File: src/rtl/snake_dir_ctrl.sv
// rtl/snake_dir_ctrl.sv - push-button direction front-end for the snake game core
//
// Purpose: synchronises and debounces four raw buttons, turns debounced rising
// edges into turn requests, filters out no-op turns and 180-degree reversals,
// and holds accepted turns in a small FIFO that is drained one entry per step.
//
// Ports:
//   game_clk    in   1   clock, rising edge
//   reset_n     in   1   synchronous active-low reset
//   btn         in   4   raw buttons, index = direction code
//                        (0 DOWN, 1 UP, 2 LEFT, 3 RIGHT)
//   step        in   1   one-cycle strobe, commit the queue head
//   direction   out  2   committed direction
//   q_count     out  3   number of queued turns
//   turn_rej    out  1   one-cycle pulse for a rejected press
//   turn_count  out  16  (TURN_CNT_EN only) saturating count of direction changes
//
// Optional feature macro: TURN_CNT_EN

module snake_dir_ctrl #(
  parameter int DB_CYCLES   = 16,
  parameter int QUEUE_DEPTH = 2
) (
  input  logic        game_clk,
  input  logic        reset_n,
  input  logic [3:0]  btn,
  input  logic        step,
  output logic [1:0]  direction,
  output logic [2:0]  q_count,
  output logic        turn_rej
`ifdef TURN_CNT_EN
  ,
  output logic [15:0] turn_count
`endif
);

  localparam int CW = $clog2(DB_CYCLES);
  localparam int PW = (QUEUE_DEPTH > 1) ? $clog2(QUEUE_DEPTH) : 1;
  localparam logic [CW-1:0] CNT_MAX = CW'(DB_CYCLES - 1);
  localparam logic [PW-1:0] PTR_MAX = PW'(QUEUE_DEPTH - 1);
  localparam logic [2:0]    Q_FULL  = 3'(QUEUE_DEPTH);

  logic [3:0]    sync1, sync2, db_level, db_prev;
  logic [CW-1:0] db_cnt [4];

  logic [1:0]    q_mem [QUEUE_DEPTH];
  logic [PW-1:0] rd_ptr, wr_ptr, last_idx;

  logic [3:0]    press_vec;
  logic          press_valid;
  logic [1:0]    press_code;
  logic [1:0]    ref_dir;
  logic          q_full, do_push, do_pop, do_rej;

  function automatic logic [PW-1:0] ptr_inc(input logic [PW-1:0] p);
    return (p == PTR_MAX) ? '0 : p + PW'(1);
  endfunction

  // Synchroniser and per-bit debounce. The counter only runs while the
  // synchronised sample disagrees with the accepted level, so it is
  // cleared on the flip and can never wrap.
  always_ff @(posedge game_clk) begin
    if (!reset_n) begin
      sync1    <= '0;
      sync2    <= '0;
      db_level <= '0;
      db_prev  <= '0;
      for (int i = 0; i < 4; i++) db_cnt[i] <= '0;
    end else begin
      sync1   <= btn;
      sync2   <= sync1;
      db_prev <= db_level;
      for (int i = 0; i < 4; i++) begin
        if (sync2[i] != db_level[i]) begin
          if (db_cnt[i] == CNT_MAX) begin
            db_level[i] <= sync2[i];
            db_cnt[i]   <= '0;
          end else begin
            db_cnt[i] <= db_cnt[i] + CW'(1);
          end
        end else begin
          db_cnt[i] <= '0;
        end
      end
    end
  end

  assign press_vec = db_level & ~db_prev;

  // Lowest index wins when several buttons settle together; the
  // scan runs downwards so the last hit is the lowest code.
  always_comb begin
    press_valid = 1'b0;
    press_code  = 2'd0;
    for (int i = 3; i >= 0; i--) begin
      if (press_vec[i]) begin
        press_valid = 1'b1;
        press_code  = 2'(i);
      end
    end
  end

  // Turns are judged against where the snake will be heading once the
  // queue drains, i.e. the newest queued entry, not the current direction.
  assign last_idx = (wr_ptr == '0) ? PTR_MAX : wr_ptr - PW'(1);
  assign ref_dir  = (q_count != 3'd0) ? q_mem[last_idx] : direction;
  assign q_full   = (q_count == Q_FULL);
  assign do_pop   = step && (q_count != 3'd0);

  // A full queue still accepts a push when a pop frees the head slot
  // in the same cycle.
  always_comb begin
    do_push = 1'b0;
    do_rej  = 1'b0;
    if (press_valid && (press_code != ref_dir)) begin
      if (press_code == (ref_dir ^ 2'b01))
        do_rej = 1'b1;
      else if (q_full && !step)
        do_rej = 1'b1;
      else
        do_push = 1'b1;
    end
  end

  always_ff @(posedge game_clk) begin
    if (do_push) q_mem[wr_ptr] <= press_code;
  end

  always_ff @(posedge game_clk) begin
    if (!reset_n) begin
      rd_ptr    <= '0;
      wr_ptr    <= '0;
      q_count   <= 3'd0;
      direction <= 2'd3;
      turn_rej  <= 1'b0;
    end else begin
      turn_rej <= do_rej;
      if (do_push) wr_ptr <= ptr_inc(wr_ptr);
      if (do_pop) begin
        direction <= q_mem[rd_ptr];
        rd_ptr    <= ptr_inc(rd_ptr);
      end
      case ({do_push, do_pop})
        2'b10:   q_count <= q_count + 3'd1;
        2'b01:   q_count <= q_count - 3'd1;
        default: q_count <= q_count;
      endcase
    end
  end

`ifdef TURN_CNT_EN
  always_ff @(posedge game_clk) begin
    if (!reset_n)
      turn_count <= 16'd0;
    else if (do_pop && (q_mem[rd_ptr] != direction) && (turn_count != 16'hFFFF))
      turn_count <= turn_count + 16'd1;
  end
`endif

endmodule
File: config.mk
export PLATFORM = sky130hd
export DESIGN_NAME = snake_dir_ctrl
export DESIGN_NICKNAME = d
export VERILOG_FILES = /design/src/rtl/snake_dir_ctrl.sv
export SDC_FILE = /design/constraint.sdc
export NUM_CORES = 1
export LEC_CHECK = 0
export CORE_ASPECT_RATIO = 1.75
export CORE_MARGIN = 3
export CORE_UTILIZATION = 55
export DETAILED_ROUTE_END_ITERATION = 10
export PLACE_DENSITY = 0.73
export SLEW_MARGIN = 20
export SYNTH_ARGS = -nofsm -noshare
export SYNTH_HDL_FRONTEND = slang
export SYNTH_SLANG_ARGS = --single-unit
File: constraint.sdc
create_clock -name game_clk -period 7.6 [get_ports game_clk]
set_clock_uncertainty 0.05 [all_clocks]
set_input_delay 1.52 -clock game_clk [delete_from_list [all_inputs] [get_ports game_clk]]
set_output_delay 1.52 -clock game_clk [all_outputs]
set_load 0.03 [all_outputs]
* After elaboration in Yosys (flattened, before gate mapping)
Memory sizes are Yosys's and may differ from the RTL's. A register that Yosys moved wholly into a read port is not among the register bits. Cells that the tools add are included.
Storage, ports and cells: register bits 22, memory bits (writable) 20, bits of input ports 7, output and inout bits 6, word-level logic and storage cells 139, memories 2
Memories:
- db_cnt | words 4, bits a word 4, rd ports 4, clocked after memory_dff 0, wr ports 4, line 44 | logic [CW-1:0] db_cnt [4];
- q_mem | words 2, bits a word 2, rd ports 2, clocked after memory_dff 1, wr ports 1, line 46 | logic [1:0] q_mem [QUEUE_DEPTH];
Operators by class: add/sub/neg operators 9, eq/ne operators 13, muxes and demuxes 77, bitwise gates (word level) 15, reduce and logical (&&, ||, !) cells 12
Operators with widths (number):
- $mux 1 | 59
- $mux 4 | 12
- $add 4x1->4 const B | 4
- $eq 4x4->1 const B | 4
- $or 1x1->1 | 12
- $mux 2 | 5
- $reduce_and 2->1 | 5
- $pmux 3 s2 | 1
- $and 4x4->4 | 1
- $ne 1x1->1 | 4
- $not 4->4 | 1
- $add 3x1->3 const B | 1
- $eq 3x2->1 const B | 1
- $logic_and 1x1->1 | 3
- $reduce_bool 3->1 | 1
- $sub 3x1->3 const B | 1
- $add 1x1->1 const B | 2
- $eq 2x1->1 const B | 1
- $eq 2x2->1 | 1
- $eq 2x2->1 const B | 1
- $logic_not 1->1 | 2
- $ne 2x2->1 | 1
- $reduce_bool 2->1 | 1
- $not 1->1 | 1
- $sub 1x1->1 const B | 1

* Depth between registers and ports, before layout
Gate-level depths: netlist (run 1).
depth after elaboration 11, mapped depth 10, depth with buffers taken out 10

* Worst setup path after synthesis (run 1)
OpenSTA, ideal clock, no wires.
path type input port to flip-flop, from input port step, to register q_count[2], setup time 0.072 ns, arrival 3.073 ns, required time 7.478 ns, setup slack 4.405 ns, stages on the path 8, path buffers 0, cells stage by stage nor4_1 > nand2b_2 > ha_1 > inv_1 > fa_1 > xor2_1 > or3_1 > a21oi_1
On the way: word-level cells in the longest chain between the ends 7, elaborated cells on any way between the ends 10, those cells by class 2 x eq/ne; 4 x mux; 4 x reduce/logical
RTL lines:
- from (decl) | line 27 | input logic step,
- $logic_not 1->1 | line 118 | else if (q_full && !step)
- $logic_and 1x1->1 | line 118
- $mux 1 | line 118
- $mux 1 | line 116 | if (press_code == (ref_dir ^ 2'b01))
- $mux 1 | line 115 | if (press_valid && (press_code != ref_dir)) begin
- $eq 2x1->1 or $eq 2x2->1 (tied branches) | line 143 | case ({do_push, do_pop})
- $pmux 3 s2 or $reduce_bool 2->1 (tied branches)
- to (signal assigned) | line 144 | 2'b10: q_count <= q_count + 3'd1;
- to (signal assigned) | line 145 | 2'b01: q_count <= q_count - 3'd1;
- to (signal assigned) | line 146 | default: q_count <= q_count;
- to (decl) | line 29 | output logic [2:0] q_count,
Parallel ways exist; a longest one is shown, timed or not. A chain may end at the register's enable or synchronous reset.

* Worst setup path in the final report (run 1)
Ends and elaborated chain as after synthesis.

==> results of run 1 <==
synthesized netlist by cell type, types with 2 or more instances:
cell,number
a21oi_1,2
and2_1,12
and3_1,4
clkbuf_1,2
dfxtp_1,24
edfxtp_1,20
ha_1,5
inv_1,11
mux2i_1,9
nand2_1,8
nand2b_1,2
nand3_1,12
nor2_1,24
nor2b_1,2
o211ai_1,2
xor2_1,15
worst min-delay path by stage:
stage	startpoint	endpoint	slack [ns]	cells past startpoint
after floorplan	sync1[0]$_SDFF_PN0_	sync2[0]$_SDFF_PN0_	0.36	1
after global placement	sync1[2]$_SDFF_PN0_	sync2[2]$_SDFF_PN0_	0.36	1
after detailed placement	sync1[2]$_SDFF_PN0_	sync2[2]$_SDFF_PN0_	0.38	1
after CTS	sync1[3]$_SDFF_PN0_	sync2[3]$_SDFF_PN0_	0.40	1
after global routing	sync1[1]$_SDFF_PN0_	sync2[1]$_SDFF_PN0_	0.41	1
final	sync1[0]$_SDFF_PN0_	sync2[0]$_SDFF_PN0_	0.39	1
through the flow:
stage                     cell area [um2]  power, mW  worst slack [ns]  hold WS (ns)
after floorplan                      1967     0.2729             4.405        0.3619
after global placement               2133     0.2790             3.905        0.3648
after detailed placement             2133     0.2799             3.801        0.3797
after CTS                            2236     0.4458             4.064        0.4005
after global routing                 2236     0.4578             3.837        0.4113
final                                2236     0.4406             4.046        0.3946
flip-flops by register name, summed over array words and instances, names as in the netlist, 2 cells and up:
name / count
db_cnt: 16
db_level: 4
db_prev: 4
q_mem: 4
sync1: 4
sync2: 4
q_count: 3
direction: 2
logic make-up (layout without fill, tap and decap cells):
logic type / Yosys count / count (layout)
compound gates: 11 / 11
xor+xnor: 15 / 15
fa+ha+maj: 6 / 6
buf+inv: 14 / 31
flops: 44 / 44
mux: 11 / 11
other cells: 1 / 16
simple gates: 69 / 69
power by group:
part / switching, mW / leakage [nW] / internal [mW]
combinational: 0.00950 / 0.495 / 0.00821
clock: 0.0699 / 0.0513 / 0.0963
sequential: 0.00384 / 0.397 / 0.253
total: 0.0832 / 0.944 / 0.357
area by class of cell:
class	instances	area, um2
multi-input combinational	128	833.3
fill	270	1007
sequential	44	1081
tap	43	53.80
clock buffer	6	72.57
timing repair buffer	12	120.1
inverter	12	45.04
clock inverter	1	30.03
per-layer routing:
| metal | GRT usage (%) | vias to the layer above |
|---|---|---|
| met1 | 18.86 | 576 |
| met4 | 8.578 | 0 |
| met3 | 4.472 | 11 |
| met5 | 0 | - |
| met2 | 32.02 | 15 |
| li1 | - | 623 |
==> out/metrics.csv, run 1 <==
metric,value,unit
max_freq,0.2814,GHz
setup_viol,0,
cts_setup_buffers,0,
grt_pass1_vias,1300,
dp_cells,239,
synth_top_area_share,31.43,%
powerDensity,197.1,nW/um2
cp_slowest_cell,clkdlybuf4s50_1,
met2_length,1663,um
final_core_util,68.94,%
hold_violations,0,
synth-simple-area-share,18.01,%
core,3243,um2
critical_path_required,7.75,ns
critPathKind,input pin to flop,
rows,27,
crit_fanout,4,
synth_top_area_cell,edfxtp_1,
crit_chain,clkdlybuf4s50_1 > nor4_1 > nand2b_2 > ha_1 > inv_1 > fa_1 > xor2_1 > or3_1 > a21oi_1,
peakVddDrop,0.1453,mV
dpl.hpwl,2324,um
wire_per_inst,12.42,um
numCtsBuffers,5,
layout.nets,216,
syn_area,1911,um2
wirelength,3056,um
crit_arrival,3.71,ns
dieArea,4245,um2
rr_startpoint,wr_ptr$_SDFFE_PN0P_,
start_util,58.91,%
final_cell_mix,"nor2_1 (24), dfxtp_1 (24), edfxtp_1 (20), conb_1 (16), xor2_1 (15)",
die_w,50.56,um
detail-route-antenna-nets,0,
syn_to_final_growth,17.03,%
synth.distinct_cells,33,
insertedDiodeCount,0,
place.gp.congestion,0.8471,
crit_end,q_count[2]$_SDFFE_PN0P_,
ys_ff_latch,44,
drive_gt1_share,6.404,%
synth_cells,171,
antenna_found_initial,0,
synth_edf_count,20,
slowest_delay,0.42,ns
grt_max_degree,26,
yosysWarnings,0,
fin_setup_tns,0,ns
worst-path-buf-inv,2,
cts_max_level,2,
p_leak,0.9437,nW
root_buffer,clkbuf_8,
wl_met1,1206,um
max_slew.worst_pin.slew,0.7443,ns
cp.depth,9,
cts_tree,built,
vias_per_cell,4.980,
crit_path_end_kind,flop,
insertion_delay,0.29,ns
crit_start,step,
hold_path_class,flop to flop,
clock_path_buffers,2,
fin_crit_sh,46.77,%
instances_no_fill,246,
synth_area_leaders,"edfxtp_1 (31%), dfxtp_1 (25%), xor2_1 (6.9%)",
slew_violations,0,
synth_fa_ha_area_share,4.322,%
dr.pass1.iters,3,
portBuffers,12,
r2r_end,q_count[2]$_SDFFE_PN0P_,
slew_headroom,50.22,%
synth_xor_area_share,6.876,%
synth_compound_area_share,4.781,%
grt_pass1_wl,5754,um
clkTransAtPathRegs,0.07,ns
async_flop_share,0,%
synth_top_family_by_area,simple AND/OR/NAND/NOR gates,
vias,1225,
ff2ff_setup_slack,4.93,ns
post_cts_resized,0,
ctsHoldBuffers,0,
routed.top_layer,met4,
fin_crit,3.554,ns
start_kind,input pin,
avgSynthCellArea,11.17,um2
ys.flop_type,dfxtp_1,
rsz0062_at_grt,false,
drc,0,
route.met3.wl,84,um
maxCapViolCount,0,
ioPinCount,13,
die_h,83.97,um
r2r_cells,10,
ys_seq_area_share,56.58,%
grt.total_usage,17.93,%
gr-total-overflow,0,
cts_num_sinks,44,
outcome,completed,
muxShareOfSynthArea,6.483,%
drtIter0Drc,19,
critical_path.top_delay_family,simple AND/OR/NAND/NOR gates,
Note: power is estimated with default switching activity, not from simulation.
==> run 2: changes to the inputs <==
--- a/config.mk
+++ b/config.mk
@@ -7,9 +7,9 @@
 export LEC_CHECK = 0
 export CORE_ASPECT_RATIO = 1.75
 export CORE_MARGIN = 3
-export CORE_UTILIZATION = 55
+export CORE_UTILIZATION = 52
 export DETAILED_ROUTE_END_ITERATION = 10
-export PLACE_DENSITY = 0.73
+export PLACE_DENSITY = 0.72
 export SLEW_MARGIN = 20
 export SYNTH_ARGS = -nofsm -noshare
 export SYNTH_HDL_FRONTEND = slang
==> constraint.sdc (replaced) <==
create_clock -name game_clk -period 2.9 [get_ports game_clk]
set_clock_uncertainty 0.05 [all_clocks]
set_input_delay 0.58 -clock game_clk [delete_from_list [all_inputs] [get_ports game_clk]]
set_output_delay 0.58 -clock game_clk [all_outputs]
set_load 0.03 [all_outputs]
==> run 2 against run 1 <==
Combinational power grew to 2.7 times the previous value. Critical endpoint unchanged. Sequential share of layout area shrank 0.22 points. Critical path depth rose by 1. Die area grew 5.2%. Flip-flop and latch count is the same.
==> out/metrics.csv, run 2 (same netlist as run 1, synthesis figures left out) <==
metric,value,unit,change
outcome,completed,,unchanged
critical_path.top_delay_family,simple AND/OR/NAND/NOR gates,,unchanged
final_cell_mix,"nor2_1 (24), dfxtp_1 (24), edfxtp_1 (20), conb_1 (16), xor2_1 (15)",,unchanged
vias_per_cell,4.848,,was 4.980
grt.total_usage,16.44,%,was 17.93%
r2r_cells,10,,unchanged
p_sw,0.2244,mW,was 0.08324 mW
crit_arrival,2.82,ns,was 3.71 ns
wirelength,3032,um,was 3056 um
crit_path_end_kind,flop,,unchanged
grt_use_met3,4.647,%,was 4.472%
largest_register_ffs,16,,unchanged
start_util,55.09,%,was 58.91%
drtIter0Drc,18,,was 19
fin_crit,2.656,ns,
gr-total-overflow,0,,unchanged
max_freq,0.3765,GHz,
slew_violations,0,,unchanged
die_h,86.19,um,was 83.97 um
crit_end,q_count[2]$_SDFFE_PN0P_,,unchanged
antenna_found_initial,0,,unchanged
root_buffer,clkbuf_8,,unchanged
cts_max_level,2,,unchanged
grt.met2_usage,29.44,%,was 32.02%
clkTransAtPathRegs,0.08,ns,was 0.07 ns
rows,28,,was 27
crit_chain,or3_4 > mux2i_4 > mux2i_1 > nand2b_2 > ha_1 > inv_1 > fa_1 > xor2_1 > or3_1 > a21oi_1,,was clkdlybuf4s50_1 > nor4_1 > nand2b_2 > ha_1 > inv_1 > fa_1 > xor2_1 > or3_1 > a21oi_1
syn_to_final_growth,17.55,%,was 17.03%
power.internal,0.9058,mW,was 0.3574 mW
critPathKind,flop to flop,,was input pin to flop
maxCapViolCount,0,,unchanged
dr.pass1.iters,4,,was 3
wire_per_inst,12.13,um,was 12.42 um
insertedDiodeCount,0,,unchanged
ff2ff_setup_slack,0.24,ns,was 4.93 ns
rr_startpoint,q_count[0]$_SDFFE_PN0P_,,was wr_ptr$_SDFFE_PN0P_
p_leak,0.9506,nW,was 0.9437 nW
clock_path_buffers,2,,unchanged
final_core_util,64.75,%,was 68.94%
grt_pass1_vias,1298,,was 1300
fin_crit_sh,91.60,%,
cts_tree,built,,unchanged
portBuffers,12,,unchanged
worst-path-buf-inv,1,,was 2
met1_usage,17.10,%,was 18.86%
hold_slack,0.3874,ns,was 0.3946 ns
cp.depth,10,,was 9
r2r_end,q_count[2]$_SDFFE_PN0P_,,unchanged
vias,1212,,was 1225
numCtsBuffers,5,,unchanged
insertion_delay,0.29,ns,about the same
fin_setup_tns,0,ns,unchanged
cts_setup_buffers,0,,unchanged
hold_path_class,flop to flop,,unchanged
post_cts_resized,0,,unchanged
ioPinCount,13,,unchanged
multi_input_area,833.3,um2,unchanged
grt_max_degree,15,,was 26
power,1.130,mW,was 0.4406 mW
place.gp.congestion,0.7651,,was 0.8471
cp_slowest_cell,or3_4,,was clkdlybuf4s50_1
critical_path_required,3.06,ns,was 7.75 ns
grt_pass1_wl,5464,um,was 5754 um
drive_gt1_share,7.317,%,was 6.404%
peakVddDrop,0.4158,mV,was 0.1453 mV
p_clk_share,36.3,%,was 37.7%
ctsHoldBuffers,0,,unchanged
drc,0,,unchanged
slowest_delay,0.42,ns,about the same
dp_cells,242,,was 239
core,3468,um2,was 3243 um2
pwr-share-comb,4.2,%,was 4.0%
placed_area,2143,um2,was 2133 um2
detail-route-antenna-nets,0,,unchanged
crit_start,q_count[0]$_SDFFE_PN0P_,,was step
dieArea,4466,um2,was 4245 um2
crit_fanout,5,,was 4
instances_no_fill,250,,was 246
pwr-share-seq,59.5,%,was 58.3%
setup_viol,0,,unchanged
powerDensity,503.2,nW/um2,was 197.1 nW/um2
p_sw_share,19.85,%,was 18.89%
layout.nets,217,,was 216
rsz0062_at_grt,false,,unchanged
dp_slack,0.08220,ns,was 3.801 ns
regMostFlops,db_cnt,,unchanged
dpl.hpwl,2286,um,was 2324 um
regArea,1081,um2,unchanged
fin_area,2246,um2,was 2236 um2
final.fill_count,275,,was 270
grt_busiest_layer,met2,,unchanged
cts_num_sinks,44,,unchanged
die_w,51.82,um,was 50.56 um
setup_ws,0.2437,ns,was 4.046 ns
hold_violations,0,,unchanged
start_kind,flop,,was input pin
[run 2: cell count changes in the layout (fill, tap and decap cells not counted)]
cell	delta
clkbuf_16	+1
bufinv_16	-1
clkinv_2	+1
buf_4	+1
[run 2: area by class of cell]
class                   instances  share of cell area (%)
inverters                      12                   2.006
flip-flops and latches         44                   48.13
multi-input cells             128                   37.10
clock inverters                 1                  0.2228
repair buffers                 13                   5.682
well taps                      45                   2.507
clock buffers                   7                   4.345
[run 2: worst min path at each step]
stage | start | endpoint | slack [ns] | depth (start not counted)
2_1_floorplan | sync1[0]$_SDFF_PN0_ | sync2[0]$_SDFF_PN0_ | 0.36 | 1
3_3_place_gp | sync1[0]$_SDFF_PN0_ | sync2[0]$_SDFF_PN0_ | 0.37 | 1
3_5_place_dp | sync1[1]$_SDFF_PN0_ | sync2[1]$_SDFF_PN0_ | 0.37 | 1
4_1_cts | sync1[1]$_SDFF_PN0_ | sync2[1]$_SDFF_PN0_ | 0.39 | 1
5_1_grt | sync1[1]$_SDFF_PN0_ | sync2[1]$_SDFF_PN0_ | 0.42 | 1
6_report | sync1[0]$_SDFF_PN0_ | sync2[0]$_SDFF_PN0_ | 0.39 | 1
[run 2: power by group through the flow]
stage	Sequential [mW]	Clock, mW	Combinational, mW
2_1_floorplan	0.685	0	0.0296
3_3_place_gp	0.686	0	0.0457
3_5_place_dp	0.687	0	0.0476
4_1_cts	0.673	0.424	0.0481
5_1_grt	0.675	0.453	0.0552
6_report	0.673	0.410	0.0478
[run 2: per-layer routing]
layer | vias up | wire, um
met3 | 8 | 110
met4 | 0 | 69
met1 | 559 | 1255
met5 | - | 0
li1 | 626 | -
met2 | 19 | 1596
